### src/rtl/qnt_pkg.sv
// Shared quantization constants and the serializer FSM state type.
// PLACE_BIT_DEF tracks the quantizer's START_QUANTIZE_BIT so a frame round-trips.
package qnt_pkg;
  localparam int WORD_BITS_DEF      = 32;
  localparam int ACT_BITS_DEF       = 8;
  localparam int START_QUANTIZE_BIT = 11;
  localparam int PLACE_BIT_DEF      = START_QUANTIZE_BIT;

  typedef enum logic {
    IDLE  = 1'b0,
    SHIFT = 1'b1
  } ser_state_e;
endpackage

### src/rtl/serial_shift_reg.sv
// WORD_BITS load/shift register emitting its contents LSB first.
// Load has priority over shift so a new word can replace the last bit in one edge.
module serial_shift_reg #(
  parameter int W = 32
) (
  input  logic         clk,
  input  logic         rst_n,
  input  logic         load_i,
  input  logic         shift_i,
  input  logic [W-1:0] load_data_i,
  output logic         ser_o
);
  logic [W-1:0] sr_q;

  always_ff @(posedge clk or negedge rst_n) begin
    if (!rst_n) begin
      sr_q <= '0;
    end else if (load_i) begin
      sr_q <= load_data_i;
    end else if (shift_i) begin
      sr_q <= {1'b0, sr_q[W-1:1]};
    end
  end

  assign ser_o = sr_q[0];
endmodule

### src/rtl/activation_serializer.sv
// Re-expands an activation byte into a LSB-first serial word with the byte at PLACE_BIT.
// valid/ready: a byte moves when in_valid && in_ready at a posedge; in_ready is registered and means the hold register is empty.
module activation_serializer
  import qnt_pkg::*;
#(
  parameter int WORD_BITS = WORD_BITS_DEF,
  parameter int ACT_BITS  = ACT_BITS_DEF,
  parameter int PLACE_BIT = PLACE_BIT_DEF,
  parameter int SIGNED    = 0
) (
  input  logic                clk,
  input  logic                reset,
  input  logic                in_valid,
  input  logic [ACT_BITS-1:0] in_data,
  output logic                in_ready,
  output logic                data_out,
  output logic                frame_start,
  output logic                out_valid,
  output logic                dbg_state_o
);
  localparam int             CW   = $clog2(WORD_BITS);
  localparam logic [CW-1:0]  LAST = CW'(WORD_BITS - 1);

  ser_state_e            state_q;
  logic [CW-1:0]         cnt_q;
  logic [ACT_BITS-1:0]   hold_q;
  logic                  hold_full_q;
  logic                  hold_full_d;
  logic                  accept;
  logic                  transfer;
  logic                  fill;
  logic [WORD_BITS-1:0]  ext_word;
  logic [WORD_BITS-1:0]  load_word;
  logic                  sr_bit;

  assign accept   = in_valid && in_ready;
  // The hold empties into the shifter whenever the shifter has nothing left to send.
  assign transfer = hold_full_q && ((state_q == IDLE) || (cnt_q == LAST));

  always_comb begin
    hold_full_d = hold_full_q;
    if (transfer) hold_full_d = 1'b0;
    if (accept)   hold_full_d = 1'b1;
  end

  always_comb begin
    fill      = (SIGNED != 0) && hold_q[ACT_BITS-1];
    ext_word  = {{(WORD_BITS-ACT_BITS){fill}}, hold_q};
    load_word = ext_word << PLACE_BIT;
  end

  serial_shift_reg #(.W(WORD_BITS)) u_shift (
    .clk         (clk),
    .rst_n       (reset),
    .load_i      (transfer),
    .shift_i     (state_q == SHIFT),
    .load_data_i (load_word),
    .ser_o       (sr_bit)
  );

  always_ff @(posedge clk or negedge reset) begin
    if (!reset) begin
      state_q     <= IDLE;
      cnt_q       <= '0;
      hold_q      <= '0;
      hold_full_q <= 1'b0;
      in_ready    <= 1'b0;
      data_out    <= 1'b0;
      frame_start <= 1'b0;
      out_valid   <= 1'b0;
    end else begin
      hold_full_q <= hold_full_d;
      in_ready    <= !hold_full_d;
      if (accept) hold_q <= in_data;
      case (state_q)
        IDLE: begin
          data_out    <= 1'b0;
          frame_start <= 1'b0;
          out_valid   <= 1'b0;
          if (transfer) begin
            state_q <= SHIFT;
            cnt_q   <= '0;
          end
        end
        SHIFT: begin
          data_out    <= sr_bit;
          frame_start <= (cnt_q == '0);
          out_valid   <= 1'b1;
          if (cnt_q == LAST) begin
            cnt_q <= '0;
            if (!hold_full_q) state_q <= IDLE;
          end else begin
            cnt_q <= cnt_q + CW'(1);
          end
        end
        default: state_q <= IDLE;
      endcase
    end
  end

  assign dbg_state_o = (state_q == SHIFT);
endmodule

### config.mk
export PLATFORM = sky130hd
export DESIGN_NAME = activation_serializer
export DESIGN_NICKNAME = d
export VERILOG_FILES = /design/src/rtl/qnt_pkg.sv /design/src/rtl/serial_shift_reg.sv /design/src/rtl/activation_serializer.sv
export SDC_FILE = /design/constraint.sdc
export NUM_CORES = 1
export LEC_CHECK = 0
export CAP_MARGIN = 10
export CORE_MARGIN = 4
export CORE_UTILIZATION = 40
export DETAILED_ROUTE_END_ITERATION = 12
export HOLD_SLACK_MARGIN = 0.05
export SLEW_MARGIN = 20
export SYNTH_ARGS = -nofsm -noshare
export SYNTH_HDL_FRONTEND = slang
export SYNTH_SLANG_ARGS = --single-unit
### constraint.sdc
create_clock -name clk -period 2 [get_ports clk]
set_clock_uncertainty 0.05 [all_clocks]
set_input_delay 0.4 -clock clk [delete_from_list [all_inputs] [get_ports clk]]
set_output_delay 0.4 -clock clk [all_outputs]
set_load 0.05 [all_outputs]
# Word-level counts from Yosys, hierarchy flattened
# Cells that the tools add are included.
[totals] reg_bits=51 input_bits=11
[op_classes] add_sub_neg=1 n_bitwise=1 muxes=14 reduce_logical=6 n_eq_ne=2
[ops] op="two-way mux 32 bit" n=2
[ops] op="two-way mux 5 bit" n=2
[ops] op="case mux 5 bit (2 select lines)" n=1
[ops] op="case mux 1 bit (2 select lines)" n=4
[ops] op="adder 5 x 1 -> 5 bit, second input constant" n=1
[ops] op="equality test 5 bit, second input constant" n=1
[ops] op="logical NOT 5 bit" n=1
[ops] op="two-way mux 1 bit" n=5
[ops] op="logical AND 1 bit" n=2
[ops] op="inequality test 2 bit, second input constant" n=1
[ops] op="nonzero test 2 bit" n=1
[ops] op="logical NOT 1 bit" n=1
[ops] op="logical OR 1 bit" n=1
[ops] op="inverter 1 bit" n=1

# Depth between registers and ports, before layout
# Gate-level depths: netlist of the first run.
[logic_depth] depth_word=6 mapped_depth=7 ltp_nobuf=6

# Cells and area by module
# Synthesis of the first run repeated with hierarchy kept, for this count alone.
[hier_totals] hier_cells=198 area_unflattened_um2=2296.0
[by_module_without_submodules] mod="serial_shift_reg" seq_area_each_um2=800.8 area_per_inst_um2=1515.2 instances=1 cells_per_inst=139
[by_module_without_submodules] mod="activation_serializer" seq_area_each_um2=475.5 area_per_inst_um2=780.7 instances=1 cells_per_inst=59

# Worst setup path before layout of the first run
# Ideal clock, no wire load.
[synth_path] path_type="flip-flop to flip-flop" startpoint="register cnt_q[0]" endpoint="register u_shift.sr_q[11]" required_time_ps=1826 stages_incl_launch_ff=8 t_arrival_ps=1517 path_buffers=1 path_slack_ps=309 period_less_slack_ps=1691 path_cell_list="dfrtp_1 > ha_1 > and3_1 > ha_1 > nand2b_4 > buf_6 > a32oi_1 > nand2_1"
[synth_via] elab_chain_len=4 elab_cells_between_ends=5 classes_between="eq/ne (1); mux (1); reduce/logical (3)"
[synth_lines] item="start: declaration" line="activation_serializer.sv:25" rtl="logic [CW-1:0] cnt_q;"
[synth_lines] item="start signal: assignment" line="activation_serializer.sv:93" rtl="cnt_q <= cnt_q + CW'(1);"
[synth_lines] item="equality test 5 bit (*)" line="activation_serializer.sv:38" rtl="assign transfer = hold_full_q && ((state_q == IDLE) || (cnt_q == LAST));"
[synth_lines] item="logical OR 1 bit (*)" line="activation_serializer.sv:38"
[synth_lines] item="logical AND 1 bit (*)" line="activation_serializer.sv:38"
[synth_lines] item="two-way mux 32 bit or nonzero test 2 bit (tied branches)"
[synth_lines] item="end signal: assignment" line="serial_shift_reg.sv:19" rtl="sr_q <= load_data_i;"
[synth_lines] item="end signal: assignment" line="serial_shift_reg.sv:21" rtl="sr_q <= {1'b0, sr_q[W-1:1]};"
[synth_lines] item="end: declaration" line="serial_shift_reg.sv:13" rtl="logic [W-1:0] sr_q;"
# Every way passes the cells marked *; elsewhere a longest branch is shown, timed or not.
# A chain may end at the register's enable or synchronous reset.

# Final worst setup path of the first run
[layout_path] startpoint="register in_ready" endpoint="output in_ready"
[layout_lines] item="start: declaration" line="activation_serializer.sv:15" rtl="output logic in_ready,"
[layout_lines] item="start signal: assignment" line="activation_serializer.sv:73" rtl="in_ready <= !hold_full_d;"
# No word-level cell between the ends.

==> reports/metrics.cfg, run 1 <==
[layout]
signed_area_change_from_the_synthesized_netlist_to_the_final_layout_pct=15.28
area_of_all_sequential_standard_cells_um2=950.9
post_route_cells_drive_above_1_share_pct=17.09
multi_input_comb_area_um2=568.0
nets=171
fill_cells=324
insertedDiodeCount=0
mostFrequentLayoutCell=sky130_fd_sc_hd__nand2_1
layout_common_cells=sky130_fd_sc_hd__nand2_1 (41), sky130_fd_sc_hd__dfrtp_1 (38), sky130_fd_sc_hd__clkdlybuf4s50_1 (13)

[detailed_routing]
drc=0
drt_iter0_drc=82
drtAntennaViolNets=0
vias_per_cell=5.175
num_vias=1066
avgRoutedWirePerCell_um=12.98
firstDrtPassIters=5
finalWirelength_um=2674

[clock_network]
cts.hold.buffers_added=0
deepest_level_of_the_cts_h_tree=2
post_cts.resized_instances=0
tritoncts=built
post_cts.repair.setup_buffers=0
cts_inserted_buffers=5
clk_latency_ns=0.29
cts_root_buf=sky130_fd_sc_hd__clkbuf_8
clock_pin_slew_on_the_worst_setup_and_hold_paths_ns=0.08
cts_buffer_depth=2
clock_sink_count=38

[floorplan]
core_area_mm2=0.003771
floorplan.initialDensity_pct=42.57
pin_count=16
floorplan.rows=22
fp.dieW_um=71.35
floorplan.die_area_mm2=0.005091
die-height_um=71.35

[yosys]
yosys_reg_bits=38
synth_compound_gate_area_share_pct=11.61
ys_warn_count=0
yosys.area_share.xor_xnor_pct=0.5456
syn_area_mm2=0.001605
post_synth_and_or_nand_nor_area_fraction_pct=15.28
count_of_flip_flops_with_a_built_in_enable_after_synthesis=0
synth.avg_cell_area_um2=11.47
syn-num-nets=154
synth_async_sr_flop_share_pct=100.0
synthDistinctLibCells=28
synth_ff_type=sky130_fd_sc_hd__dfrtp_1
main_combinational_cell_family_by_area_after_synthesis=simple AND/OR/NAND/NOR gates
synth_seq_area_share_pct=59.24
netlist_instances=140
synthAdderAreaFrac_pct=2.338
yosys-mux-area-fraction_pct=5.612

[global_route]
grt_remaining_overflow=0
global_route.usage.total_pct=12.22
grt_max_degree=39
grt_first_pass_wirelength_um=4919
number_of_antenna_violations_at_the_first_check_in_global_routing=0
grt_pass1_vias=1063

[setup_path]
setup.worst_path.start=in_ready
crit_required_ns=1.55
worstSetupEndpointType=primary output
crit_path_top_delay_cell=sky130_fd_sc_hd__clkdlybuf4s50_1
critical_path_maximum_fanout=2
worst-endpoint-arrival_ns=1.43
worst_flop_to_flop_path_startpoint=cnt_q[0]
kind_of_start_point_of_the_critical_path=register
crit_type=reg -> out
critPathMaxStageDelay_ns=0.80
critical_path_buf_inv_count=1
cp_top_family=buffers and inverters
crit_chain=clkdlybuf4s50_1

[sta]
setup_ws_ns=0.1153
post-route-min-period_ns=1.885
max_freq_ghz=0.5306
final_total_negative_setup_slack_ns=0
report.final.slew_viol_count=0
timing.final.setup_violations=0
timing.slew.headroom_pct=64.14
worstMarginPinSlew_ns=0.5379
finalHoldViolCount=0
final_min_period_over_clock_period_pct=94.23
grt_setup_unrepaired=no

[power]
maximum_ir_drop_on_the_vdd_rail_mv=0.5567
static-leakage-power_uw=0.0008554
power_per_cell_area_mw_per_mm2=1241

[placed_design]
detailed_place_hpwl_um=1830
place_congestion=0.7360
buffer_ports.inserted=15
pre_cts_slack_ns=0.2486

[job]
cap_viol_max_count=0

[min_path]
hp-class=in -> async

[run_status]
run_status=complete, no violations

## flip-flops by register name, summed over array words and instances (netlist names)
name	flops
cnt_q	5
data_out	1
dbg_state_o	1
frame_start	1
hold_full_q	1
hold_q	8
in_ready	1
out_valid	1
u_shift.sr_q	19
## final cells by class
cell class	count	area share, %
Multi-Input combinational cell	91	30.70
Timing Repair Buffer	17	9.195
Sequential cell	38	51.39
Clock inverter	2	0.7437
Inverter	4	0.8114
Tap cell	48	3.245
Clock buffer	6	3.922
## synth_stat cells, drive strengths merged (2+ instances only)
library cell / count / area (um^2)
o21ai: 3 / 15.01
nand2: 42 / 160.2
dfrtp: 38 / 950.9
a21oi: 11 / 58.81
mux2: 8 / 90.09
buf: 7 / 71.31
a22o: 2 / 17.52
a21boi: 2 / 18.77
ha: 3 / 37.54
inv: 4 / 15.01
a32oi: 7 / 61.31
nor2: 2 / 17.52
## per-stage QoR
| stage | std cells | area, um^2 | hold slack [ns] | power [uW] | util, % |
|---|---|---|---|---|---|
| finish | 206 | 1851 | 0.09698 | 2297 | 49.07 |
| global route | 206 | 1851 | 0.1356 | 2477 | 49.07 |
| CTS | 206 | 1851 | 0.1103 | 2330 | 49.07 |
| detailed placement | 198 | 1764 | 0.4084 | 1818 | 46.78 |
| global placement | 198 | 1764 | 0.4130 | 1781 | 46.78 |
| floorplan | 140 | 1605 | 0.05441 | 1638 | - |
## power by group
part / switching (uW) / internal, uW
registers: 189 / 1020
clock network: 265 / 246
logic: 299 / 283
total: 753 / 1540
## logic make-up after synthesis
family,count (synthesis)
flip-flops,38
AND/OR/NAND/NOR,52
multiplexers,8
XOR/XNOR,1
AO/OA/AOI/OAI,27
buffers and inverters,11
adder cells (fa/ha/maj),3
## final timing paths
| check | endpoint | slack (ns) | cells after the start |
|---|---|---|---|
| setup / recovery | in_ready | 0.12 | 1 |
| hold / removal | u_shift.sr_q[3] | 0.1 | 2 |
| setup reg to reg | u_shift.sr_q[16] | 0.24 | 6 |
| hold reg to reg | frame_start | 0.43 | 1 |
| max in group asynchronous | hold_q[7] | 1.47 | 2 |
| min in group clk | frame_start | 0.43 | 1 |
## metal layers
metal  up-vias  global-route usage, %  part of all wire [%]
li1        510                      -                     -
met1       528                  15.40                    47
met2        21                  18.88                    47
met3         7                  4.208                   4.5
met4         0                  5.637                   1.4
met5         -                      0                     0
No activity file was read; power rests on OpenSTA's default activity.
==> run 2, diff against run 1 <==
- CORE_MARGIN: 4 -> unset
==> run 2 against run 1 <==
Maximum frequency is 0.85% higher. Design area is 0.20% lower. First-iteration DRC count is 23% lower. Largest power group unchanged.
==> reports/metrics.cfg, run 2 (synthesis gave the netlist of run 1 again) <==
[detailed_routing]
finalWirelength_um=2718
vias_per_cell=5.221
drt_iter0_drc=63
avgRoutedWirePerCell_um=13.32
drc=0
drtAntennaViolNets=0
firstDrtPassIters=4
num_vias=1065

[layout]
nets=171
mostFrequentLayoutCell=sky130_fd_sc_hd__nand2_1
largest_registers=u_shift.sr_q: 19 flops, hold_q: 8 flops, cnt_q: 5 flops
post_route_cells_drive_above_1_share_pct=16.67
insertedDiodeCount=0
signed_area_change_from_the_synthesized_netlist_to_the_final_layout_pct=15.04
largest_register_ffs=19
layout_common_cells=sky130_fd_sc_hd__nand2_1 (41), sky130_fd_sc_hd__dfrtp_1 (38), sky130_fd_sc_hd__clkdlybuf4s50_1 (13)
largest_register=u_shift.sr_q

[floorplan]
floorplan.rows=22
die-height_um=65.35
fp.dieW_um=65.35
core_area_mm2=0.003744
pin_count=16
floorplan.die_area_mm2=0.004271
floorplan.initialDensity_pct=42.88

[clock_network]
clock_sink_count=38
post_cts.resized_instances=0
cts_buffer_depth=2
tritoncts=built
clk_latency_ns=0.28
cts.hold.buffers_added=0
cts_inserted_buffers=5
deepest_level_of_the_cts_h_tree=2
cts_root_buf=sky130_fd_sc_hd__clkbuf_8
clock_pin_slew_on_the_worst_setup_and_hold_paths_ns=0.07
post_cts.repair.setup_buffers=0

[sta]
final_min_period_over_clock_period_pct=93.44
max_freq_ghz=0.5351
post-route-min-period_ns=1.869
final_total_negative_setup_slack_ns=0
timing.slew.headroom_pct=64.19
finalHoldViolCount=0
timing.final.setup_violations=0
grt_setup_unrepaired=no
report.final.slew_viol_count=0
worstMarginPinSlew_ns=0.5372

[setup_path]
crit_required_ns=1.55
crit_type=reg -> out
crit_path_top_delay_cell=sky130_fd_sc_hd__clkdlybuf4s50_1
cp_top_family=buffers and inverters
worst-endpoint-arrival_ns=1.42
critPathMaxStageDelay_ns=0.79
critical_path_maximum_fanout=2
critical_path_buf_inv_count=1
kind_of_start_point_of_the_critical_path=register
crit_chain=clkdlybuf4s50_1
worstSetupEndpointType=primary output

[power]
static-leakage-power_uw=0.0008534
maximum_ir_drop_on_the_vdd_rail_mv=0.6101
design_power_total_uw=2296
power_per_cell_area_mw_per_mm2=1243

[global_route]
number_of_antenna_violations_at_the_first_check_in_global_routing=0
grt_max_degree=39
grt_pass1_vias=1023
global_route.usage.total_pct=15.07
grt_first_pass_wirelength_um=4754
grt_remaining_overflow=0

[placed_design]
place_congestion=0.7280
detailed_place_hpwl_um=1810
buffer_ports.inserted=15

[job]
cap_viol_max_count=0

[run_status]
run_status=complete, no violations

[min_path]
hp-class=in -> async

==> run 2: layer usage <==
| metal | part of all wire [%] | global-route usage, % |
|---|---|---|
| met1 | 45 | 18.93 |
| met3 | 3.2 | 3.646 |
| met5 | 0 | 0 |
| met2 | 49 | 23.84 |
| met4 | 2.6 | 8.152 |
==> run 2: final timing paths <==
check / startpoint / to / slack (ns) / cells after the start
worst min register to register: u_shift.sr_q[12] / u_shift.sr_q[12] / 0.43 / 2
worst max-delay path: in_ready / in_ready / 0.13 / 1
worst min-delay path: reset / data_out / 0.1 / 2
max in group asynchronous: reset / dbg_state_o / 1.47 / 2
min in group clk: u_shift.sr_q[12] / u_shift.sr_q[12] / 0.43 / 2
worst max register to register: cnt_q[0] / u_shift.sr_q[18] / 0.19 / 7
==> run 2: layout make-up <==
| class | instances | area (um^2) |
|---|---|---|
| fillers | 365 | 1897 |
| inverters | 4 | 15.01 |
| well taps | 48 | 60.06 |
| repair buffers | 17 | 170.2 |
| clock buffers | 6 | 82.58 |
| multi-input cells | 91 | 568.0 |
| flip-flops and latches | 38 | 950.9 |
==> run 2: report_power, final <==
part           internal (uW)  switching (uW)
logic                    284             303
registers               1020             192
clock network            265             235
==> run 2: metrics by stage <==
stage | std cells | hold slack, ns | util (%) | setup slack, ns | instance area (um^2)
floorplan | 140 | 0.05441 | - | 0.3090 | 1605
global placement | 198 | 0.4105 | 47.13 | 0.2388 | 1764
detailed placement | 198 | 0.4161 | 47.13 | 0.1914 | 1764
CTS | 204 | 0.1191 | 49.33 | 0.1164 | 1847
global route | 204 | 0.1533 | 49.33 | 0.03827 | 1847
finish | 204 | 0.09998 | 49.33 | 0.1312 | 1847
==> run 3, diff against run 2 <==
- CELL_PAD_IN_SITES_DETAIL_PLACEMENT: unset -> 0
- CELL_PAD_IN_SITES_GLOBAL_PLACEMENT: unset -> 1
- PLACE_DENSITY_LB_ADDON: unset -> 0.1
==> run 3 against run 2 <==
Combinational power about the same. Via count down 1.5%. Sequential power about the same. Clock power up 5.6%. Sequential share of layout area down 0.24 points. Count of clock-buffer cells in the layout up 1. First-iteration DRC count up 4.8%. Design area up 0.47%. Utilization up 0.23 points. Critical path depth unchanged. Largest power group unchanged. Critical path type unchanged. Setup slack worse by 0.030 ns. Global-route usage up 0.30 points.
==> reports/metrics.cfg, run 3 (synthesis gave the netlist of run 1 again) <==
[run_status]
run_status=complete, no violations

[min_path]
hp-class=in -> async

[global_route]
global_route.usage.total_pct=15.38
grt_first_pass_wirelength_um=4802
grt_max_degree=39
grt_remaining_overflow=0
grt_pass1_vias=1033
number_of_antenna_violations_at_the_first_check_in_global_routing=0

[clock_network]
clock_sink_count=38
clk_latency_ns=0.29
cts_buffer_depth=2
tritoncts=built
clock_pin_slew_on_the_worst_setup_and_hold_paths_ns=0.07
cts.hold.buffers_added=0
deepest_level_of_the_cts_h_tree=2
cts_inserted_buffers=5
post_cts.resized_instances=0
cts_root_buf=sky130_fd_sc_hd__clkbuf_8
post_cts.repair.setup_buffers=0

[placed_design]
detailed_place_hpwl_um=1721
pre_cts_slack_ns=0.1987
dp_cells=198
buffer_ports.inserted=15
place_congestion=0.7324

[setup_path]
kind_of_start_point_of_the_critical_path=register
crit_path_top_delay_cell=sky130_fd_sc_hd__clkdlybuf4s50_1
cp_top_family=buffers and inverters
critical_path_buf_inv_count=1
crit_chain=clkdlybuf4s50_1
worst-endpoint-arrival_ns=1.45
crit_required_ns=1.55
critPathMaxStageDelay_ns=0.81
worstSetupEndpointType=primary output
crit_type=reg -> out
critical_path_maximum_fanout=2

[layout]
signed_area_change_from_the_synthesized_netlist_to_the_final_layout_pct=15.59
core_utilization_of_the_finished_layout_pct=49.57
insertedDiodeCount=0
nets=171
layoutNonFillerInstCount=206
largest_register_ffs=19
largest_register=u_shift.sr_q
post_route_cells_drive_above_1_share_pct=17.09
largest_registers=u_shift.sr_q: 19 flops, hold_q: 8 flops, cnt_q: 5 flops
layout_common_cells=sky130_fd_sc_hd__nand2_1 (41), sky130_fd_sc_hd__dfrtp_1 (38), sky130_fd_sc_hd__clkdlybuf4s50_1 (13)
fill_cells=369
mostFrequentLayoutCell=sky130_fd_sc_hd__nand2_1

[sta]
worstMarginPinSlew_ns=0.5313
timing.final.setup_violations=0
report.final.slew_viol_count=0
timing.slew.headroom_pct=64.50
final_min_period_over_clock_period_pct=94.92
post-route-min-period_ns=1.898
max_freq_ghz=0.5267
final_total_negative_setup_slack_ns=0
finalHoldViolCount=0
grt_setup_unrepaired=no
setup_ws_ns=0.1015

[floorplan]
core_area_mm2=0.003744
floorplan.rows=22
floorplan.die_area_mm2=0.004271
fp.dieW_um=65.35
pin_count=16
floorplan.initialDensity_pct=42.88
die-height_um=65.35

[power]
static-leakage-power_uw=0.0008585
maximum_ir_drop_on_the_vdd_rail_mv=0.6178
internal-power_uw=1576
power_per_cell_area_mw_per_mm2=1248
combPwrFrac_pct=25.3
clock_power_share_pct=22.9
switching_share_pct=31.95
power_frac_seq_pct=51.9
netSwitchingPower_uw=740.1

[detailed_routing]
firstDrtPassIters=4
finalWirelength_um=2700
num_vias=1049
drtAntennaViolNets=0
drt_iter0_drc=66
vias_per_cell=5.092
avgRoutedWirePerCell_um=13.11
drc=0

[job]
cap_viol_max_count=0

## run 3: metrics by stage
| stage | hold WS [ns] | total power, uW | area, um^2 |
|---|---|---|---|
| floorplan | 0.05441 | 1638 | 1605 |
| global placement | 0.4074 | 1795 | 1764 |
| detailed placement | 0.4125 | 1809 | 1764 |
| CTS | 0.1171 | 2343 | 1856 |
| global route | 0.1497 | 2480 | 1856 |
| finish | 0.09754 | 2316 | 1856 |
## run 3: path summary, 6_finish.rpt
kind / from / endpoint / slack (ns) / cells past startpoint
min reg2reg: u_shift.sr_q[12] / u_shift.sr_q[11] / 0.43 / 2
max in group asynchronous: reset / in_ready / 1.46 / 2
min in group clk: u_shift.sr_q[12] / u_shift.sr_q[11] / 0.43 / 2
min: reset / cnt_q[3] / 0.1 / 2
max: in_ready / in_ready / 0.10 / 1
max reg2reg: cnt_q[0] / u_shift.sr_q[18] / 0.19 / 7
## run 3: power groups by stage
stage / Combinational [uW] / Sequential, uW / Clock, uW
final: 586 / 1200 / 529
after global routing: 659 / 1240 / 582
after CTS: 596 / 1200 / 546
after detailed placement: 593 / 1220 / 0
after global placement: 584 / 1210 / 0
after floorplan: 401 / 1240 / 0
## run 3: final cells by class
class                   instances  area (um^2)  share of cell area (%)
clock buffers                   7        86.33                   4.653
clock inverters                 1        5.005                  0.2697
inverters                       4        15.01                  0.8092
multi-input cells              91        568.0                   30.61
flip-flops and latches         38        950.9                   51.25
well taps                      48        60.06                   3.237
repair buffers                 17        170.2                   9.171
## run 3: per-layer routing
layer / vias to the layer above / routed length, um / track usage, %
met1: 520 / 1264 / 19.64
met5: - / 0 / 0
met4: 0 / 38 / 7.337
met2: 18 / 1306 / 23.71
li1: 507 / - / -
met3: 4 / 91 / 4.688
